## src/rtl/picorv_mem_bridge_pkg.sv

```systemverilog
// Shared types and constants for the picorv32 memory bridge.
// Covers the FSM state encoding, UART window offsets and STATUS bit positions.
package picorv_bus_pkg;

  typedef enum logic [1:0] {
    IDLE    = 2'd0,
    RAM_RSP = 2'd1,
    TX_WAIT = 2'd2,
    RSP     = 2'd3
  } state_e;

  localparam logic [31:0] UART_TXDATA  = 32'h0000_0000;
  localparam logic [31:0] UART_RXDATA  = 32'h0000_0004;
  localparam logic [31:0] UART_STATUS  = 32'h0000_0008;
  localparam logic [31:0] BUS_ERR_DATA = 32'hDEAD_BEEF;

  localparam int STATUS_TX_READY = 0;
  localparam int STATUS_RX_VALID = 1;
  localparam int STATUS_BUS_ERR  = 2;

endpackage

```

## src/rtl/picorv_mem_bridge_if.sv

```systemverilog
// Bundles the CPU native bus, the sync RAM port and the UART TX/RX handshakes.
// The slave modport is the bridge; the master modport is the surrounding CPU/RAM/UART.
interface picorv_mem_bridge_if #(
  parameter int RamWords = 256
);
  localparam int AW = $clog2(RamWords);

  logic          mem_valid_i;
  logic          mem_instr_i;
  logic [31:0]   mem_addr_i;
  logic [31:0]   mem_wdata_i;
  logic [3:0]    mem_wstrb_i;
  logic          mem_ready_o;
  logic [31:0]   mem_rdata_o;
  logic [AW-1:0] ram_addr_o;
  logic [3:0]    ram_wr_en_o;
  logic [31:0]   ram_wr_data_o;
  logic [31:0]   ram_rd_data_i;
  logic [7:0]    tx_data_o;
  logic          tx_valid_o;
  logic          tx_ready_i;
  logic [7:0]    rx_data_i;
  logic          rx_valid_i;
  logic          rx_ready_o;
  logic          bus_err_o;

  modport master (
    output mem_valid_i, mem_instr_i, mem_addr_i, mem_wdata_i, mem_wstrb_i,
           ram_rd_data_i, tx_ready_i, rx_data_i, rx_valid_i,
    input  mem_ready_o, mem_rdata_o, ram_addr_o, ram_wr_en_o, ram_wr_data_o,
           tx_data_o, tx_valid_o, rx_ready_o, bus_err_o
  );

  modport slave (
    input  mem_valid_i, mem_instr_i, mem_addr_i, mem_wdata_i, mem_wstrb_i,
           ram_rd_data_i, tx_ready_i, rx_data_i, rx_valid_i,
    output mem_ready_o, mem_rdata_o, ram_addr_o, ram_wr_en_o, ram_wr_data_o,
           tx_data_o, tx_valid_o, rx_ready_o, bus_err_o
  );

endinterface

```

## src/rtl/picorv_mem_bridge.sv

```systemverilog
// Bridges the picorv32 native memory bus to a sync-read RAM and a three-word UART window.
// Unmapped accesses and TX timeouts raise a sticky error that software clears through STATUS.
module picorv_mem_bridge
  import picorv_bus_pkg::*;
#(
  parameter int          RamWords      = 256,
  parameter logic [31:0] UartBase      = 32'h1000_0000,
  parameter int          TimeoutCycles = 16
) (
  input logic                 clk_i,
  input logic                 reset_i,
  picorv_mem_bridge_if.slave  bus
);

  localparam int          AW        = $clog2(RamWords);
  localparam int          CW        = $clog2(TimeoutCycles) + 1;
  localparam logic [31:0] RAM_BYTES = 32'(RamWords * 4);
  localparam logic [CW-1:0] TX_LAST = CW'(TimeoutCycles - 1);

  state_e        state, state_next;
  logic [31:0]   rdata_q, rdata_d;
  logic [7:0]    tx_data;
  logic          tx_load;
  logic [CW-1:0] tx_cnt, tx_cnt_d;
  logic          bus_err, err_set, err_clr;

  logic [31:0]   word_addr, uart_off;
  logic          ram_hit, is_tx, is_rx, is_status, is_write;

  logic          mem_ready;
  logic [31:0]   mem_rdata;
  logic [AW-1:0] ram_addr;
  logic [3:0]    ram_wr_en;
  logic          rx_ready, tx_valid;
  logic [31:0]   status_word;

  logic          unused_bits;
  assign unused_bits = ^{bus.mem_instr_i, bus.mem_addr_i[1:0]};

  // RAM takes priority so a UART base placed inside RAM cannot shadow memory.
  assign word_addr = {bus.mem_addr_i[31:2], 2'b00};
  assign uart_off  = word_addr - UartBase;
  assign ram_hit   = word_addr < RAM_BYTES;
  assign is_tx     = !ram_hit && (uart_off == UART_TXDATA);
  assign is_rx     = !ram_hit && (uart_off == UART_RXDATA);
  assign is_status = !ram_hit && (uart_off == UART_STATUS);
  assign is_write  = |bus.mem_wstrb_i;

  always_comb begin
    status_word                  = '0;
    status_word[STATUS_TX_READY] = bus.tx_ready_i;
    status_word[STATUS_RX_VALID] = bus.rx_valid_i;
    status_word[STATUS_BUS_ERR]  = bus_err;
  end

  always_ff @(posedge clk_i or posedge reset_i) begin
    if (reset_i) begin
      state   <= IDLE;
      rdata_q <= '0;
      tx_data <= '0;
      tx_cnt  <= '0;
      bus_err <= 1'b0;
    end else begin
      state   <= state_next;
      rdata_q <= rdata_d;
      tx_cnt  <= tx_cnt_d;
      if (tx_load) tx_data <= bus.mem_wdata_i[7:0];
      if (err_set)      bus_err <= 1'b1;
      else if (err_clr) bus_err <= 1'b0;
    end
  end

  always_comb begin
    state_next = state;
    rdata_d    = rdata_q;
    tx_load    = 1'b0;
    tx_cnt_d   = tx_cnt;
    err_set    = 1'b0;
    err_clr    = 1'b0;
    mem_ready  = 1'b0;
    mem_rdata  = '0;
    ram_addr   = '0;
    ram_wr_en  = '0;
    rx_ready   = 1'b0;
    tx_valid   = 1'b0;
    case (state)
      IDLE: begin
        if (bus.mem_valid_i) begin
          state_next = RSP;
          rdata_d    = '0;
          if (ram_hit) begin
            ram_addr   = bus.mem_addr_i[AW+1:2];
            ram_wr_en  = bus.mem_wstrb_i;
            state_next = RAM_RSP;
          end else if (is_tx) begin
            if (bus.mem_wstrb_i[0]) begin
              tx_load    = 1'b1;
              tx_cnt_d   = '0;
              state_next = TX_WAIT;
            end
          end else if (is_rx) begin
            if (!is_write) begin
              rdata_d  = {bus.rx_valid_i, 23'b0, bus.rx_data_i};
              rx_ready = bus.rx_valid_i;
            end
          end else if (is_status) begin
            if (is_write) err_clr = bus.mem_wdata_i[STATUS_BUS_ERR];
            else          rdata_d = status_word;
          end else begin
            rdata_d = BUS_ERR_DATA;
            err_set = 1'b1;
          end
        end
      end
      RAM_RSP: begin
        mem_ready  = 1'b1;
        mem_rdata  = bus.ram_rd_data_i;
        state_next = IDLE;
      end
      // A handshake on the final allowed cycle still counts as delivered.
      TX_WAIT: begin
        tx_valid = 1'b1;
        if (bus.tx_ready_i) begin
          state_next = RSP;
        end else if (tx_cnt == TX_LAST) begin
          err_set    = 1'b1;
          state_next = RSP;
        end else begin
          tx_cnt_d = tx_cnt + 1'b1;
        end
      end
      RSP: begin
        mem_ready  = 1'b1;
        mem_rdata  = rdata_q;
        state_next = IDLE;
      end
      default: state_next = IDLE;
    endcase
  end

  assign bus.mem_ready_o   = mem_ready;
  assign bus.mem_rdata_o   = mem_rdata;
  assign bus.ram_addr_o    = ram_addr;
  assign bus.ram_wr_en_o   = ram_wr_en;
  assign bus.ram_wr_data_o = bus.mem_wdata_i;
  assign bus.tx_data_o     = tx_data;
  assign bus.tx_valid_o    = tx_valid;
  assign bus.rx_ready_o    = rx_ready;
  assign bus.bus_err_o     = bus_err;

endmodule

```

## src/flat_wrapper.sv

```systemverilog
// flat-port wrapper written by rule: the top's interface ports become plain ports
module picorv_mem_bridge_flat import picorv_bus_pkg::*;
#(
  parameter int          RamWords      = 256,
  parameter logic [31:0] UartBase      = 32'h1000_0000,
  parameter int          TimeoutCycles = 16
)
  (clk_i, reset_i, bus_mem_valid_i, bus_mem_instr_i, bus_mem_addr_i, bus_mem_wdata_i, bus_mem_wstrb_i, bus_ram_rd_data_i, bus_tx_ready_i, bus_rx_data_i, bus_rx_valid_i, bus_mem_ready_o, bus_mem_rdata_o, bus_ram_addr_o, bus_ram_wr_en_o, bus_ram_wr_data_o, bus_tx_data_o, bus_tx_valid_o, bus_rx_ready_o, bus_bus_err_o);
  picorv_mem_bridge_if #(.RamWords(RamWords)) bus_i ();
  input logic clk_i;
  input logic reset_i;
  input wire logic [$bits(bus_i.mem_valid_i)-1:0] bus_mem_valid_i;
  input wire logic [$bits(bus_i.mem_instr_i)-1:0] bus_mem_instr_i;
  input wire logic [$bits(bus_i.mem_addr_i)-1:0] bus_mem_addr_i;
  input wire logic [$bits(bus_i.mem_wdata_i)-1:0] bus_mem_wdata_i;
  input wire logic [$bits(bus_i.mem_wstrb_i)-1:0] bus_mem_wstrb_i;
  input wire logic [$bits(bus_i.ram_rd_data_i)-1:0] bus_ram_rd_data_i;
  input wire logic [$bits(bus_i.tx_ready_i)-1:0] bus_tx_ready_i;
  input wire logic [$bits(bus_i.rx_data_i)-1:0] bus_rx_data_i;
  input wire logic [$bits(bus_i.rx_valid_i)-1:0] bus_rx_valid_i;
  output wire logic [$bits(bus_i.mem_ready_o)-1:0] bus_mem_ready_o;
  output wire logic [$bits(bus_i.mem_rdata_o)-1:0] bus_mem_rdata_o;
  output wire logic [$bits(bus_i.ram_addr_o)-1:0] bus_ram_addr_o;
  output wire logic [$bits(bus_i.ram_wr_en_o)-1:0] bus_ram_wr_en_o;
  output wire logic [$bits(bus_i.ram_wr_data_o)-1:0] bus_ram_wr_data_o;
  output wire logic [$bits(bus_i.tx_data_o)-1:0] bus_tx_data_o;
  output wire logic [$bits(bus_i.tx_valid_o)-1:0] bus_tx_valid_o;
  output wire logic [$bits(bus_i.rx_ready_o)-1:0] bus_rx_ready_o;
  output wire logic [$bits(bus_i.bus_err_o)-1:0] bus_bus_err_o;
  assign bus_i.mem_valid_i = bus_mem_valid_i;
  assign bus_i.mem_instr_i = bus_mem_instr_i;
  assign bus_i.mem_addr_i = bus_mem_addr_i;
  assign bus_i.mem_wdata_i = bus_mem_wdata_i;
  assign bus_i.mem_wstrb_i = bus_mem_wstrb_i;
  assign bus_i.ram_rd_data_i = bus_ram_rd_data_i;
  assign bus_i.tx_ready_i = bus_tx_ready_i;
  assign bus_i.rx_data_i = bus_rx_data_i;
  assign bus_i.rx_valid_i = bus_rx_valid_i;
  assign bus_mem_ready_o = bus_i.mem_ready_o;
  assign bus_mem_rdata_o = bus_i.mem_rdata_o;
  assign bus_ram_addr_o = bus_i.ram_addr_o;
  assign bus_ram_wr_en_o = bus_i.ram_wr_en_o;
  assign bus_ram_wr_data_o = bus_i.ram_wr_data_o;
  assign bus_tx_data_o = bus_i.tx_data_o;
  assign bus_tx_valid_o = bus_i.tx_valid_o;
  assign bus_rx_ready_o = bus_i.rx_ready_o;
  assign bus_bus_err_o = bus_i.bus_err_o;
  picorv_mem_bridge #(.RamWords(RamWords), .UartBase(UartBase), .TimeoutCycles(TimeoutCycles)) u_core (.clk_i(clk_i), .reset_i(reset_i), .bus(bus_i));
endmodule
```

## config.mk

```make
export PLATFORM = sky130hd
export DESIGN_NAME = picorv_mem_bridge_flat
export DESIGN_NICKNAME = d
export VERILOG_FILES = /design/src/rtl/picorv_mem_bridge_pkg.sv /design/src/rtl/picorv_mem_bridge_if.sv /design/src/rtl/picorv_mem_bridge.sv /design/src/flat_wrapper.sv
export SDC_FILE = /design/constraint.sdc
export NUM_CORES = 1
export LEC_CHECK = 0
export CORE_UTILIZATION = 30
export CTS_BUF_LIST = sky130_fd_sc_hd__clkbuf_4 sky130_fd_sc_hd__clkbuf_8 sky130_fd_sc_hd__clkbuf_16
export DETAILED_ROUTE_END_ITERATION = 6
export GPL_ROUTABILITY_DRIVEN = 0
export GPL_TIMING_DRIVEN = 0
export HOLD_SLACK_MARGIN = 0.12
export PLACE_DENSITY = 0.81
export SLEW_MARGIN = 40
export SYNTH_ARGS = -nofsm -noshare
export SYNTH_HDL_FRONTEND = slang
export SYNTH_SLANG_ARGS = --single-unit
```

## constraint.sdc

```tcl
create_clock -name clk_i -period 3.9 [get_ports clk_i]
set_clock_uncertainty 0.1 [all_clocks]
set_input_delay 0.975 -clock clk_i [delete_from_list [all_inputs] [get_ports clk_i]]
set_output_delay 0.975 -clock clk_i [all_outputs]
set_load 0.01 [all_outputs]
```

**After elaboration in Yosys (flattened, before gate mapping)**

Index checks and enable logic that the tools add are counted.

- Memory bits (writable): 0
- Latch bits: 0
- Logic and storage cells: 91
- Register bits after elaboration: 48
- Memory bits (read-only): 0
- Output and inout port bits: 88
- Input bits: 114
- Memories kept: 0

- Bitwise gates (word level): 0
- Shifts and indexed selects: 0
- Divide/modulo/power cells: 0
- Muxes and demuxes: 57
- Add/sub/neg operators: 2
- Equality and inequality tests: 13
- Reductions and logical operators: 13
- $mul: 0
- Magnitude comparators: 1

Operators with widths:

| operator | count |
|---|---|
| 32-bit two-way mux | 5 |
| 32-bit case mux with 2 select lines | 1 |
| 32-bit by 3-bit == test with 1-bit output, second input constant | 1 |
| 32-bit by 4-bit == test with 1-bit output, second input constant | 1 |
| 32-bit logical NOT | 1 |
| 32-bit by 11-bit < comparator with 1-bit output, second input constant | 1 |
| 32-bit by 29-bit subtractor with 32-bit output, second input constant | 1 |
| 1-bit two-way mux | 30 |
| 5-bit two-way mux | 6 |
| 8-bit two-way mux | 3 |
| 4-bit two-way mux | 3 |
| 2-bit two-way mux | 5 |
| 2-bit != test, second input constant | 5 |
| 5-bit case mux with 2 select lines | 1 |
| 7-bit AND reduction | 1 |
| 2-bit case mux with 3 select lines | 1 |
| 5-bit by 1-bit adder with 5-bit output, second input constant | 1 |
| 5-bit by 4-bit == test with 1-bit output, second input constant | 1 |
| 2-bit == test, second input constant | 2 |
| 2-bit AND reduction | 2 |
| 2-bit nonzero test | 2 |
| 4-bit OR reduction | 1 |
| 1-bit logical AND | 3 |
| 3-bit two-way mux | 1 |
| 7 further kinds | 7 |

**Depth between registers and ports, before layout**

- Depth in word-level cells: 11
- Gate-level depth with buffers: 7
- Gate-level depth less buffers: 6

**Worst setup path before layout**

No wires, ideal clock.

- Path kind: input -> output
- From: input bus_mem_addr_i[25]
- To: output bus_ram_addr_o[0]
- Stages: 5
- Setup slack: 0.285 ns
- Buffers on the path: 1
- Arrival time: 2.540 ns
- Required time: 2.825 ns
- Path through: or4_4 or4_4 nor4_1 clkbuf_1 and2_1

- Cells in the longest elaborated chain, start to end: 4

RTL lines:

| item | RTL line | source |
|---|---|---|
| from (decl) | flat_wrapper.sv:14 | `input wire logic [$bits(bus_i.mem_addr_i)-1:0] bus_mem_addr_i;` |
| 32-bit by 11-bit < comparator with 1-bit output | picorv_mem_bridge.sv:43 | `assign ram_hit = word_addr < RAM_BYTES;` |
| 8-bit two-way mux | picorv_mem_bridge.sv:91 | `if (ram_hit) begin` |
| 8-bit two-way mux | picorv_mem_bridge.sv:88 | `if (bus.mem_valid_i) begin` |
| 8-bit two-way mux | picorv_mem_bridge.sv:86 | `case (state)` |
| to (decl) | flat_wrapper.sv:23 | `output wire logic [$bits(bus_i.ram_addr_o)-1:0] bus_ram_addr_o;` |

No other way between the ends.

**Final worst setup path**

- From: input bus_mem_addr_i[25]
- To: output bus_ram_addr_o[1]

Same word-level chain as after synthesis.

==> metrics.txt <==
FP Rows 30; dpl cells between 400 and 500; critical path startpoint category input pin; CP max stage cell or4_4; fmax about 0.25 GHz; Cell Int Power 0.951 mW; Seq/Total Area, Yosys 31.2%; Critical Path RT 2.82 ns; CTS Buffer Depth 2; cell mode on critical path buf_6; Synth cell types 39; chip height 85.4 um; Layout fillers 569; top_reg_cell synth dfrtp_1; pwr/cell area roughly 360 nW/um^2; Area growth, synth to finish 101%; clock sink count 26; Final nets 550; Post-synth EDFFs 0; IO buf count 174; maximum vdd drop 0.213 mV; Ant. Diodes 0; Max Cap Viol 0; FF-to-FF setup slack 1.63 ns; DP Worst Slack -0.916 ns; Fin. Hold Viols 0; CP Capture Type output pin; root buffer cell clkbuf_8; WP data arrival 2.93 ns; core area 6760 sq um; 1st-iter DRT viols roughly 110; HP Start u_core.tx_cnt[4]$_DFFE_PP0P_; crit share post-route 103%; die footprint 7290 sq um; wire per inst 14.1 um; DR pass1 iterations 4; syn_nets 358; post-DR vias/cell roughly 4.8; Non-Filler Instances 512; clock transition at the registers of the reported paths 0.09 ns; largest net degree at the start of global routing 27; slew margin rel. 49.4%; Hold Path Stages 1; worst setup margin -0.104 ns; RSZ-0062 raised after global routing true; #FFs+latches synth 26; Max stage delay on crit path 0.52 ns; Post-Route Utilization 62.1%; final setup violating endpoints 10; fraction of layout cells with a size suffix above 1 around 23%; Reg2Reg Depth 7; vias in the first global route 2382; via count 2476; r2r startpoint u_core.state[1]$_DFFE_PP0P_; CP cell instances clkbuf_2 -> or4_4 -> or4_4 -> nor4_4 -> buf_4 -> buf_6 -> buf_6 -> and2_4 -> buf_6; failing checks negative setup slack; outcome finished with violations; Total Routing Usage GR a little under a fifth; CP Class input pin to output pin; Fin Hold WS 0.399 ns; warnings from Yosys 0; net switching power 0.543 mW; clock share of power between 10% and 20%; sequential share of power 24.9%; minimum clock period around 4.0 ns; DP Wirelength ~5700 um; Net Sw Frac 36.3%; Reg-to-Reg End u_core.bus.tx_data_o[5]$_DFFE_PP0P_; Syn Area/Cell 8.62 sq um; GRT overflow 0; # IOs 202; Max Fanout on Critical Path 3; initial antenna violation count 0; CTS tree built; Worst Hold Class register to register; Total Wirelength 7210 um; Horiz. Die Dim 85.4 um; Pleak 1.96 nW; Synth Cell Area 2090 sq um; level count of the clock H-tree 1; CTS Buf Count 3; WHS Endpoint u_core.tx_cnt[4]$_DFFE_PP0P_; Final Power 1.49 mW; # hold bufs at CTS 0; # DRC 0; asr flop ratio synth 100%; Pins Over Slew Limit 0; first-pass GRT wire length roughly 11000 um; Initial Util 30.9%; cell count after synthesis 242; Clock Latency Late Sink between 0.2 and 0.3 ns; ANT nets after route 0; combinational fraction of design power between 60% and 70%; Worst Max-Slew Pin Slew 0.759 ns
-- critical path, delay by kind of cell --
kind | cells | cell delay [ns]
buffers and inverters | 5 | 0.53
and+or+nand+nor | 4 | 1.42
-- what timing repair did --
item	in CTS	in global routing
endpoints found under the setup margin	13	12
endpoints found under the hold margin	0	0
buffers inserted	10	3
pin swaps	9	7
resized for setup	87	21
gates cloned	1	0
-- state kept, by name, summed over array words and instances, names as in the netlist --
name                  count
u_core.rdata_q           10
u_core.bus.tx_data_o      8
u_core.tx_cnt             5
u_core.state              2
u_core.bus.bus_err_o      1
-- metal layers --
layer	routed length, um	GRT usage [%]
met1	2750	20.7
met2	3770	35.9
met3	658	4.67
met4	37	3.33
met5	0	0
-- cell usage in the layout, fill, tap and decap left out, types with 3 or more instances in the layout --
master,netlist,layout
clkdlybuf4s50_1,0,151
buf_4,32,41
dfrtp_1,26,26
nand2_1,18,18
buf_6,1,17
a21o_1,17,17
o21ai_0,14,14
nor2b_1,10,10
clkbuf_1,12,9
mux2i_1,9,9
and2_1,18,9
and2_4,0,9
a21oi_1,8,8
mux2_4,8,8
nand3_1,7,7
nor2_1,6,6
and3_1,6,6
dlymetal6s2s_1,0,6
inv_1,5,4
clkbuf_8,0,4
buf_2,0,4
nor4_1,8,3
nor4_4,0,3
or4_4,3,3
nor3_1,4,3
o22ai_1,3,3
a31oi_1,3,3
-- cells by family (layout without fill, tap and decap cells) --
kind of cell	Yosys count	after routing	synth area share, %
compound gates	53	53	16.5
fa+ha+maj	2	2	1.20
buf+inv	52	242	15.5
mux	19	19	11.2
flops	26	26	31.2
simple gates	90	90	24.5
-- cell type report --
class	count	area (sq um)	area share, %
Timing Repair Buffer	188	1870	44.6
Buffer	46	312	7.43
Inverter	5	18.8	0.448
Tap cell	80	100	2.39
Clock buffer	3	41.3	0.985
Multi-Input combinational cell	164	1200	28.7
Sequential cell	26	651	15.5
-- worst max-delay path by stage --
| stage | cells past startpoint | slack (ns) | to | startpoint |
|---|---|---|---|---|
| global placement | 7 | -0.88 | bus_ram_addr_o[2] | bus_mem_addr_i[25] |
| floorplan | 5 | 0.29 | bus_ram_addr_o[0] | bus_mem_addr_i[25] |
| CTS | 9 | -0.28 | bus_ram_addr_o[1] | bus_mem_addr_i[18] |
| global route | 9 | -0.18 | bus_ram_addr_o[1] | bus_mem_addr_i[25] |
| detailed placement | 7 | -0.92 | bus_ram_addr_o[6] | bus_mem_addr_i[25] |
| finish | 9 | -0.10 | bus_ram_addr_o[1] | bus_mem_addr_i[25] |
-- stage by stage --
step                setup TNS [ns]  cell area (sq um)
global placement            -10.34               3930
global route                 -1.27               4190
detailed placement          -10.78               3930
floorplan                        0               2090
finish                      -0.485               4190
CTS                          -1.99               4100
-- synthesized netlist by cell type (8+ instances only) --
master / n / area [sq um]
mux2_4: 8 / 120
clkbuf_1: 12 / 45.0
nor4_1: 8 / 50.1
mux2i_1: 9 / 90.1
o21ai_0: 14 / 70.1
buf_4: 32 / 240
nor2b_1: 10 / 62.6
a21oi_1: 8 / 40.0
dfrtp_1: 26 / 651
and2_1: 18 / 113
nand2_1: 18 / 67.6
a21o_1: 17 / 128
-- power by group through the flow --
stage / clock network [mW] / registers [mW] / logic, mW
final: 0.155 / 0.372 / 0.967
after global routing: 0.171 / 0.378 / 1.05
after CTS: 0.160 / 0.372 / 0.975
after detailed placement: 0 / 0.377 / 0.965
after global placement: 0 / 0.375 / 0.946
after floorplan: 0 / 0.365 / 0.496
Note: power is estimated with default switching activity, not from simulation.
